### src/rtl/yaw_integrator.sv
// Calibrates a zero-rate gyro offset and integrates corrected yaw rate into a 12-bit heading.
// Define YAW_IR_FUSION_EN to add synchronized guardrail IR corrections of +/-512 per sample.
module yaw_integrator #(
  parameter int unsigned FAST_SIM = 1
) (
  input  logic        clk,
  input  logic        rst_n,
  input  logic        strt_cal,
  input  logic        vld,
  input  logic [15:0] yaw_rt,
  input  logic        moving,
  input  logic        lftIR,
  input  logic        rghtIR,
  output logic        cal_done,
  output logic        rdy,
  output logic [11:0] heading
);

  localparam int unsigned CalShift = (FAST_SIM != 0) ? 8 : 11;
  localparam logic [11:0] CalN     = (FAST_SIM != 0) ? 12'd256 : 12'd2048;

  typedef enum logic [1:0] {StIdle, StCal, StRun} state_e;

  state_e             state_q, state_d;
  logic [11:0]        cnt_q, cnt_d;
  logic signed [26:0] cal_acc_q, cal_acc_d;
  logic [15:0]        offset_q, offset_d;
  logic signed [26:0] acc_q, acc_d;
  logic               rdy_q, rdy_d;
  logic               cal_done_q, cal_done_d;

  // Stage-1 sample: raw rate in CAL, saturated corrected rate in RUN.
  logic               s1_vld_q, s1_vld_d;
  logic               s1_cal_q, s1_cal_d;
  logic               s1_last_q, s1_last_d;
  logic               s1_upd_q, s1_upd_d;
  logic               s1_dec_q, s1_dec_d;
  logic               s1_inc_q, s1_inc_d;
  logic [15:0]        s1_val_q, s1_val_d;

  logic               lft_s, rght_s;

`ifdef YAW_IR_FUSION_EN
  logic [1:0] lft_sync_q, rght_sync_q;

  always_ff @(posedge clk or negedge rst_n) begin
    if (!rst_n) begin
      lft_sync_q  <= 2'b00;
      rght_sync_q <= 2'b00;
    end else begin
      lft_sync_q  <= {lft_sync_q[0], lftIR};
      rght_sync_q <= {rght_sync_q[0], rghtIR};
    end
  end

  assign lft_s  = lft_sync_q[1];
  assign rght_s = rght_sync_q[1];
`else
  logic unused_ir;
  assign unused_ir = lftIR ^ rghtIR;
  assign lft_s     = 1'b0;
  assign rght_s    = 1'b0;
`endif

  logic signed [16:0] diff;
  logic [15:0]        comp;
  logic signed [26:0] s1_ext;
  logic signed [26:0] cal_sum;
  logic signed [26:0] cal_avg;
  logic signed [26:0] corr;

  always_comb begin
    state_d    = state_q;
    cnt_d      = cnt_q;
    cal_acc_d  = cal_acc_q;
    offset_d   = offset_q;
    acc_d      = acc_q;
    rdy_d      = 1'b0;
    cal_done_d = 1'b0;
    s1_vld_d   = 1'b0;
    s1_cal_d   = 1'b0;
    s1_last_d  = 1'b0;
    s1_upd_d   = 1'b0;
    s1_dec_d   = 1'b0;
    s1_inc_d   = 1'b0;
    s1_val_d   = s1_val_q;

    diff = $signed({yaw_rt[15], yaw_rt}) - $signed({offset_q[15], offset_q});
    if (diff[16] != diff[15]) begin
      comp = diff[16] ? 16'h8000 : 16'h7fff;
    end else begin
      comp = diff[15:0];
    end

    s1_ext  = {{11{s1_val_q[15]}}, s1_val_q};
    cal_sum = cal_acc_q + s1_ext;
    cal_avg = cal_sum >>> CalShift;
    if (s1_dec_q) begin
      corr = -27'sd512;
    end else if (s1_inc_q) begin
      corr = 27'sd512;
    end else begin
      corr = '0;
    end

    // Retire the stage-1 sample; a concurrent strt_cal keeps its rdy but drops its effect.
    if (s1_vld_q) begin
      if (!s1_cal_q) begin
        rdy_d = 1'b1;
        if (s1_upd_q && !strt_cal) begin
          acc_d = acc_q + s1_ext + corr;
        end
      end else if (!strt_cal) begin
        cal_acc_d = cal_sum;
        if (s1_last_q) begin
          offset_d   = cal_avg[15:0];
          acc_d      = '0;
          cal_done_d = 1'b1;
          state_d    = StRun;
        end
      end
    end

    if (strt_cal) begin
      state_d   = StCal;
      cnt_d     = '0;
      cal_acc_d = '0;
    end else if (vld) begin
      unique case (state_q)
        StIdle: begin
          s1_vld_d = 1'b1;
        end
        StCal: begin
          // Samples beyond N that arrive before RUN takes effect are dropped.
          if (cnt_q < CalN) begin
            s1_vld_d  = 1'b1;
            s1_cal_d  = 1'b1;
            s1_last_d = (cnt_q == CalN - 12'd1);
            s1_val_d  = yaw_rt;
            cnt_d     = cnt_q + 12'd1;
          end
        end
        StRun: begin
          s1_vld_d = 1'b1;
          s1_val_d = comp;
          s1_upd_d = moving;
          s1_dec_d = moving & lft_s & ~rght_s;
          s1_inc_d = moving & rght_s & ~lft_s;
        end
        default: begin
          s1_vld_d = 1'b0;
        end
      endcase
    end
  end

  always_ff @(posedge clk or negedge rst_n) begin
    if (!rst_n) begin
      state_q    <= StIdle;
      cnt_q      <= '0;
      cal_acc_q  <= '0;
      offset_q   <= '0;
      acc_q      <= '0;
      rdy_q      <= 1'b0;
      cal_done_q <= 1'b0;
      s1_vld_q   <= 1'b0;
      s1_cal_q   <= 1'b0;
      s1_last_q  <= 1'b0;
      s1_upd_q   <= 1'b0;
      s1_dec_q   <= 1'b0;
      s1_inc_q   <= 1'b0;
      s1_val_q   <= '0;
    end else begin
      state_q    <= state_d;
      cnt_q      <= cnt_d;
      cal_acc_q  <= cal_acc_d;
      offset_q   <= offset_d;
      acc_q      <= acc_d;
      rdy_q      <= rdy_d;
      cal_done_q <= cal_done_d;
      s1_vld_q   <= s1_vld_d;
      s1_cal_q   <= s1_cal_d;
      s1_last_q  <= s1_last_d;
      s1_upd_q   <= s1_upd_d;
      s1_dec_q   <= s1_dec_d;
      s1_inc_q   <= s1_inc_d;
      s1_val_q   <= s1_val_d;
    end
  end

  assign rdy      = rdy_q;
  assign cal_done = cal_done_q;
  assign heading  = acc_q[26:15];

endmodule
### config.mk
export PLATFORM = sky130hd
export DESIGN_NAME = yaw_integrator
export DESIGN_NICKNAME = d
export VERILOG_FILES = /design/src/rtl/yaw_integrator.sv
export SDC_FILE = /design/constraint.sdc
export NUM_CORES = 1
export LEC_CHECK = 0
export CELL_PAD_IN_SITES_DETAIL_PLACEMENT = 0
export CELL_PAD_IN_SITES_GLOBAL_PLACEMENT = 2
export CORE_ASPECT_RATIO = 0.5
export CORE_MARGIN = 8
export CORE_UTILIZATION = 37
export CTS_CLUSTER_SIZE = 40
export DETAILED_ROUTE_END_ITERATION = 8
export DONT_BUFFER_PORTS = 1
export PLACE_DENSITY = 0.79
export RECOVER_POWER = 50
export SLEW_MARGIN = 5
export SYNTH_ARGS = -nofsm -noshare
export SYNTH_HDL_FRONTEND = slang
export SYNTH_SLANG_ARGS = --single-unit
export TNS_END_PERCENT = 100
### constraint.sdc
create_clock -name clk -period 2.71 [get_ports clk]
set_input_delay 0.271 -clock clk [delete_from_list [all_inputs] [get_ports clk]]
set_output_delay 0.271 -clock clk [all_outputs]
set_load 0.02 [all_outputs]
* Yosys cells after proc, flatten, opt, wreduce, memory -nomap -nowiden *
Cells that the tools add are included.

operators by class
  equality and inequality tests = 7
  multiplexer cells = 39
  add/sub/neg operators = 4
  bitwise logic cells = 1
  reduce and logical (&&, ||, !) cells = 18
  order comparisons = 1

operators by type and width
  cell                                                                            count
  27-bit 2-to-1 mux                                                               7
  27-bit by 16-bit adder with 27-bit output                                       2
  12-bit 2-to-1 mux                                                               4
  16-bit 2-to-1 mux                                                               3
  16-bit one-hot mux with 2 select lines                                          1
  1-bit 2-to-1 mux                                                                19
  16-bit by 16-bit subtractor with 17-bit output                                  1
  2-bit nonzero test                                                              8
  12-bit by 1-bit adder with 12-bit output (second input constant)                1
  12-bit by 8-bit == test with 1-bit output (second input constant)               1
  12-bit by 9-bit less-than comparator with 1-bit output (second input constant)  1
  4-bit AND reduction                                                             3
  2-bit 2-to-1 mux                                                                4
  3-bit AND reduction                                                             2
  2-bit != test (second input constant)                                           2
  2-bit by 1-bit == test with 1-bit output (second input constant)                1
  2-bit == test (second input constant)                                           1
  2-bit logical NOT                                                               1
  2-bit by 1-bit != test with 1-bit output (second input constant)                1
  1-bit one-hot mux with 2 select lines                                           1
  2-bit AND reduction                                                             1
  2-bit OR reduction                                                              1
  1-bit logical AND                                                               1
  1-bit logical NOT                                                               1
  2 further kinds                                                                 2

word-level totals
  output and inout port bits = 14
  register bits after elaboration = 106
  word-level logic and storage cells = 82
  input bits = 23

* Longest topological paths before layout *
  depth after elaboration = 5
  mapped depth = 12
  mapped depth without buffers = 12

* Least setup slack after synthesis *
Ideal clock, no wire load.

  path kind = register to register
  start point = register s1_val_q[0]
  end point = register cal_acc_q[18]
  path buffers = 0
  required time = 2570 ps
  slack = 88 ps
  library setup time = 140 ps
  cell stages (with the launch flop) = 12
  period minus slack after synthesis = 2622 ps
  data arrival time = 2483 ps
  cell sequence = dfrtp_1 ha_1 inv_1 fa_1 and2b_1 o211ai_2 a21boi_2 o21ai_2 a311o_4 a211oi_2 mux2i_1 o311ai_1

on the way
  longest elaborated chain between the ends = 4

RTL lines
  what                                       line  RTL
  start, declared                            39    logic [15:0] s1_val_q, s1_val_d;
  start signal, assigned                     187   s1_val_q <= s1_val_d;
  27-bit by 16-bit adder with 27-bit output  96    cal_sum = cal_acc_q + s1_ext;
  27-bit 2-to-1 mux                          108   if (!s1_cal_q) begin
  27-bit 2-to-1 mux                          107   if (s1_vld_q) begin
  27-bit 2-to-1 mux                          124   if (strt_cal) begin
  end signal, assigned                       176   cal_acc_q <= cal_acc_d;
  end, declared                              26    logic signed [26:0] cal_acc_q, cal_acc_d;

No other way between the ends. The select of a mux whose other input is x is not followed.
A chain may end at the register's enable or synchronous reset.

* Worst setup path after layout *
  start point = register s1_val_q[1]
  end point = register acc_q[23]

on the way
  longest elaborated chain between the ends = 3

RTL lines
  what                                       line  RTL
  27-bit by 16-bit adder with 27-bit output  111   acc_d = acc_q + s1_ext + corr;
  27-bit 2-to-1 mux                          110   if (s1_upd_q && !strt_cal) begin
  27-bit 2-to-1 mux                          108
  end signal, assigned                       163   acc_q <= '0;
  end signal, assigned                       178   acc_q <= acc_d;
  end, declared                              28    logic signed [26:0] acc_q, acc_d;

No other way between the ends. The select of a mux whose other input is x is not followed.

==> impl_metrics.csv <==
group,metric,value,unit
run_status,status,"complete, but fails checks",
run_status,failed_checks,"slew limit",
setup_path,critPathBufInv,2,
setup_path,worstSetupStartpoint,"s1_val_q[1]$_DFFE_PN0P_",
pwr,p_leak,4.05,nW
floorplan,row_count,37,
layout,layout_common_cells,"dfrtp_1, nand2_1, ha_1",
routing,antenna_left,0,
min_path,min_from,"strt_cal",
pwr,power_density,432,nW/um^2
place,place_congestion,0.812,
setup_path,crit_arrival,2.86,ns
setup_path,critPathMaxStageDelay,0.44,ns
synth,ys_types,74,
place,post-place-ws,-0.0708,ns
setup_path,critPathRequiredTime,2.94,ns
pwr,ir_worst_vdd,0.252,mV
timing,layout_setup_ws,0.0821,ns
timing,worstMarginPinSlew,1.53,ns
clocking,htree_levels,3,
timing,slew_violations,69,
synth,ys_ff_latch,103,
routing,drcViolationCount,0,
synth,synth_edf_count,0,
layout,fin_area,8740,um^2
timing,rsz0062_at_grt,"yes",
min_path,hp-class,"in -> reg",
timing,period_needed,2.63,ns
layout,stdcell_count,1169,
grt,grt_max_degree,104,
clocking,cts_tree,"yes",
place,dp.cells,1137,
timing,slew_headroom,-1.73,%
timing,timing.fmax,381,MHz
setup_path,startpoint_type,"register",
layout,final_common_cell,"dfrtp_1",
grt,grt_usage,16.0,%
place,portBuffers,0,
setup_path,crit_path_top_delay_cell,"dfrtp_1",
place,hpwl,14900,um
floorplan,io_pins,37,
routing,viasPerCell,5.34,
floorplan,start_util,37.4,%
floorplan,die_h,117,um
setup_path,cp_top_family,"compound AO/OA/AOI/OAI gates",
synth,syn_avg_cell_area,8.88,um^2
setup_path,cp_max_fo,3,
grt,grt_pass1_wl,33100,um
clocking,cts_root_buf,"clkbuf_16",
floorplan,die_w,219,um
pwr,power,3.78,mW
timing,finalClockSkew,0.00925,ns
clocking,cts.sinks,103,
setup_path,crit_path_cell_trace,"buf_6 -> ha_1 -> a21oi_1 -> nand4b_1 -> a211o_1 -> a211oi_4 -> buf_4 -> o211ai_1 -> a31oi_1 -> xnor2_1 -> o21ai_1",
floorplan,core_area,20300,um^2
synth,ys_warn_count,0,
routing,wl_per_cell,17.2,um
setup_path,rr_endpoint,"acc_q[23]$_DFFE_PN0P_",
setup_path,crit_type,"reg -> reg",
clocking,path_clk_slew,0.07,ns
run,cap_viol_max_count,0,
floorplan,die_area,25700,um^2
setup_path,r2r_cells,11,
synth,syn-num-nets,952,
setup_path,crit_path_end_kind,"register",
timing,setup_viol,0,
grt,grt_pass1_vias,6148,
setup_path,r2r_start,"s1_val_q[1]$_DFFE_PN0P_",
min_path,hold_depth,2,
timing,fin_crit_sh,97.0,%
grt,antenna_found_initial,0,
clocking,clk_latency,0.36,ns
grt,grt.overflow.total,0,
synth,ys_seq_area_share,33.9,%
synth,synthFlopType,"dfrtp_1",
layout,final_net_count,988,
routing,num_vias,6240,
routing,dr.pass1.iters,4,
synth,syn_area,7600,um^2
clocking,cts.path.max_buffers,2,
routing,drt_first_iter_violations,425,
layout,drive_gt1_share,15.7,%
layout,area_growth,15.1,%
synth,async_flop_share,100,%
synth,synth_cells,856,
setup_path,r2r_slack,0.08,ns
routing,wl,20100,um
min_path,holdPathEnd,"state_q[0]$_DFFE_PN0P_",
timing,finalHoldViolCount,0,
clocking,numCtsBuffers,9,
place,place_area,8120,um^2
layout,antennaDiodeCount,0,
## sequential cells by signal, indices dropped and copies added, names as in the netlist
signal / count
s1_upd_q: 1
cal_acc_q: 24
s1_vld_q: 1
state_q: 2
s1_cal_q: 1
cnt_q: 12
rdy: 1
offset_q: 16
s1_last_q: 1
cal_done: 1
s1_val_q: 16
acc_q: 27
## cell type report
type | instances | area, um^2
Fill cell | 1970 | 11600
Clock inverter | 4 | 31.3
Tap cell | 273 | 342
Timing Repair Buffer | 68 | 544
Sequential cell | 103 | 2580
Multi-Input combinational cell | 665 | 4820
Inverter | 45 | 169
Clock buffer | 11 | 253
## cells in the mapped netlist, drive strengths merged, types with 14 or more instances
cell type | n | area share, %
dfrtp | 103 | 34
nand2 | 86 | 4.3
o21ai | 82 | 5.5
ha | 70 | 12
a21oi | 60 | 4.1
nor2 | 59 | 3.0
inv | 45 | 2.2
xnor2 | 30 | 3.5
clkbuf | 28 | 1.4
a21o | 27 | 2.7
xor2 | 27 | 3.1
nand3 | 21 | 1.4
buf | 15 | 1.4
or3 | 14 | 1.2
## layer usage
metal  part of all wire (%)  wire [um]  GRT usage [%]
met5                      0          0              0
met4                   0.79        159           2.99
met3                    4.4        878           3.67
met2                     41       8270           23.2
met1                     54      10800           24.0
## report_power, final
| group | internal [mW] | leakage [nW] | switching (mW) |
|---|---|---|---|
| logic | 0.353 | 2.57 | 0.479 |
| registers | 1.58 | 1.35 | 0.0737 |
| clock network | 0.671 | 0.130 | 0.618 |
| total | 2.61 | 4.05 | 1.17 |
## logic make-up after synthesis
group,count (synthesis),synth area share (%)
AOI/OAI and AO/OA,266,23.9
xor gates and xnor gates,58,6.87
adders and majority gates,73,12.3
buffers and inverters,88,4.96
DFF,103,33.9
muxes,11,1.53
and+or+nand+nor,257,16.5
## timing repair
item / CTS / global route
setup endpoints to repair: 22 / 40
setup buffers: 0 / 14
hold endpoints to repair: 117 / 0
hold buffers: 3 / 0
gates resized for setup: 7 / 31
pin swaps: 8 / 33
## per-stage QoR
step | hold slack [ns] | util, % | setup TNS (ns)
after detailed placement | -0.0177 | 39.9 | -0.513
final | 0.0404 | 43.0 | 0
after global placement | -0.0176 | 39.9 | -0.231
after global routing | 0.0361 | 43.0 | -0.403
after floorplan | -0.0246 | - | 0
after CTS | 0.0290 | 41.7 | 0
## how the worst max path moves through the flow
| stage | end | slack [ns] | cells after the start |
|---|---|---|---|
| after detailed placement | s1_val_q[7]$_DFFE_PN0P_ | -0.07 | 12 |
| after global routing | acc_q[25]$_DFFE_PN0P_ | -0.06 | 10 |
| after global placement | s1_val_q[7]$_DFFE_PN0P_ | -0.03 | 12 |
| after floorplan | cal_acc_q[18]$_DFFE_PN0P_ | 0.09 | 11 |
| final | acc_q[23]$_DFFE_PN0P_ | 0.08 | 11 |
| after CTS | acc_q[26]$_DFFE_PN0P_ | 0.0006 | 11 |
Power figures use the tool's default switching activity.
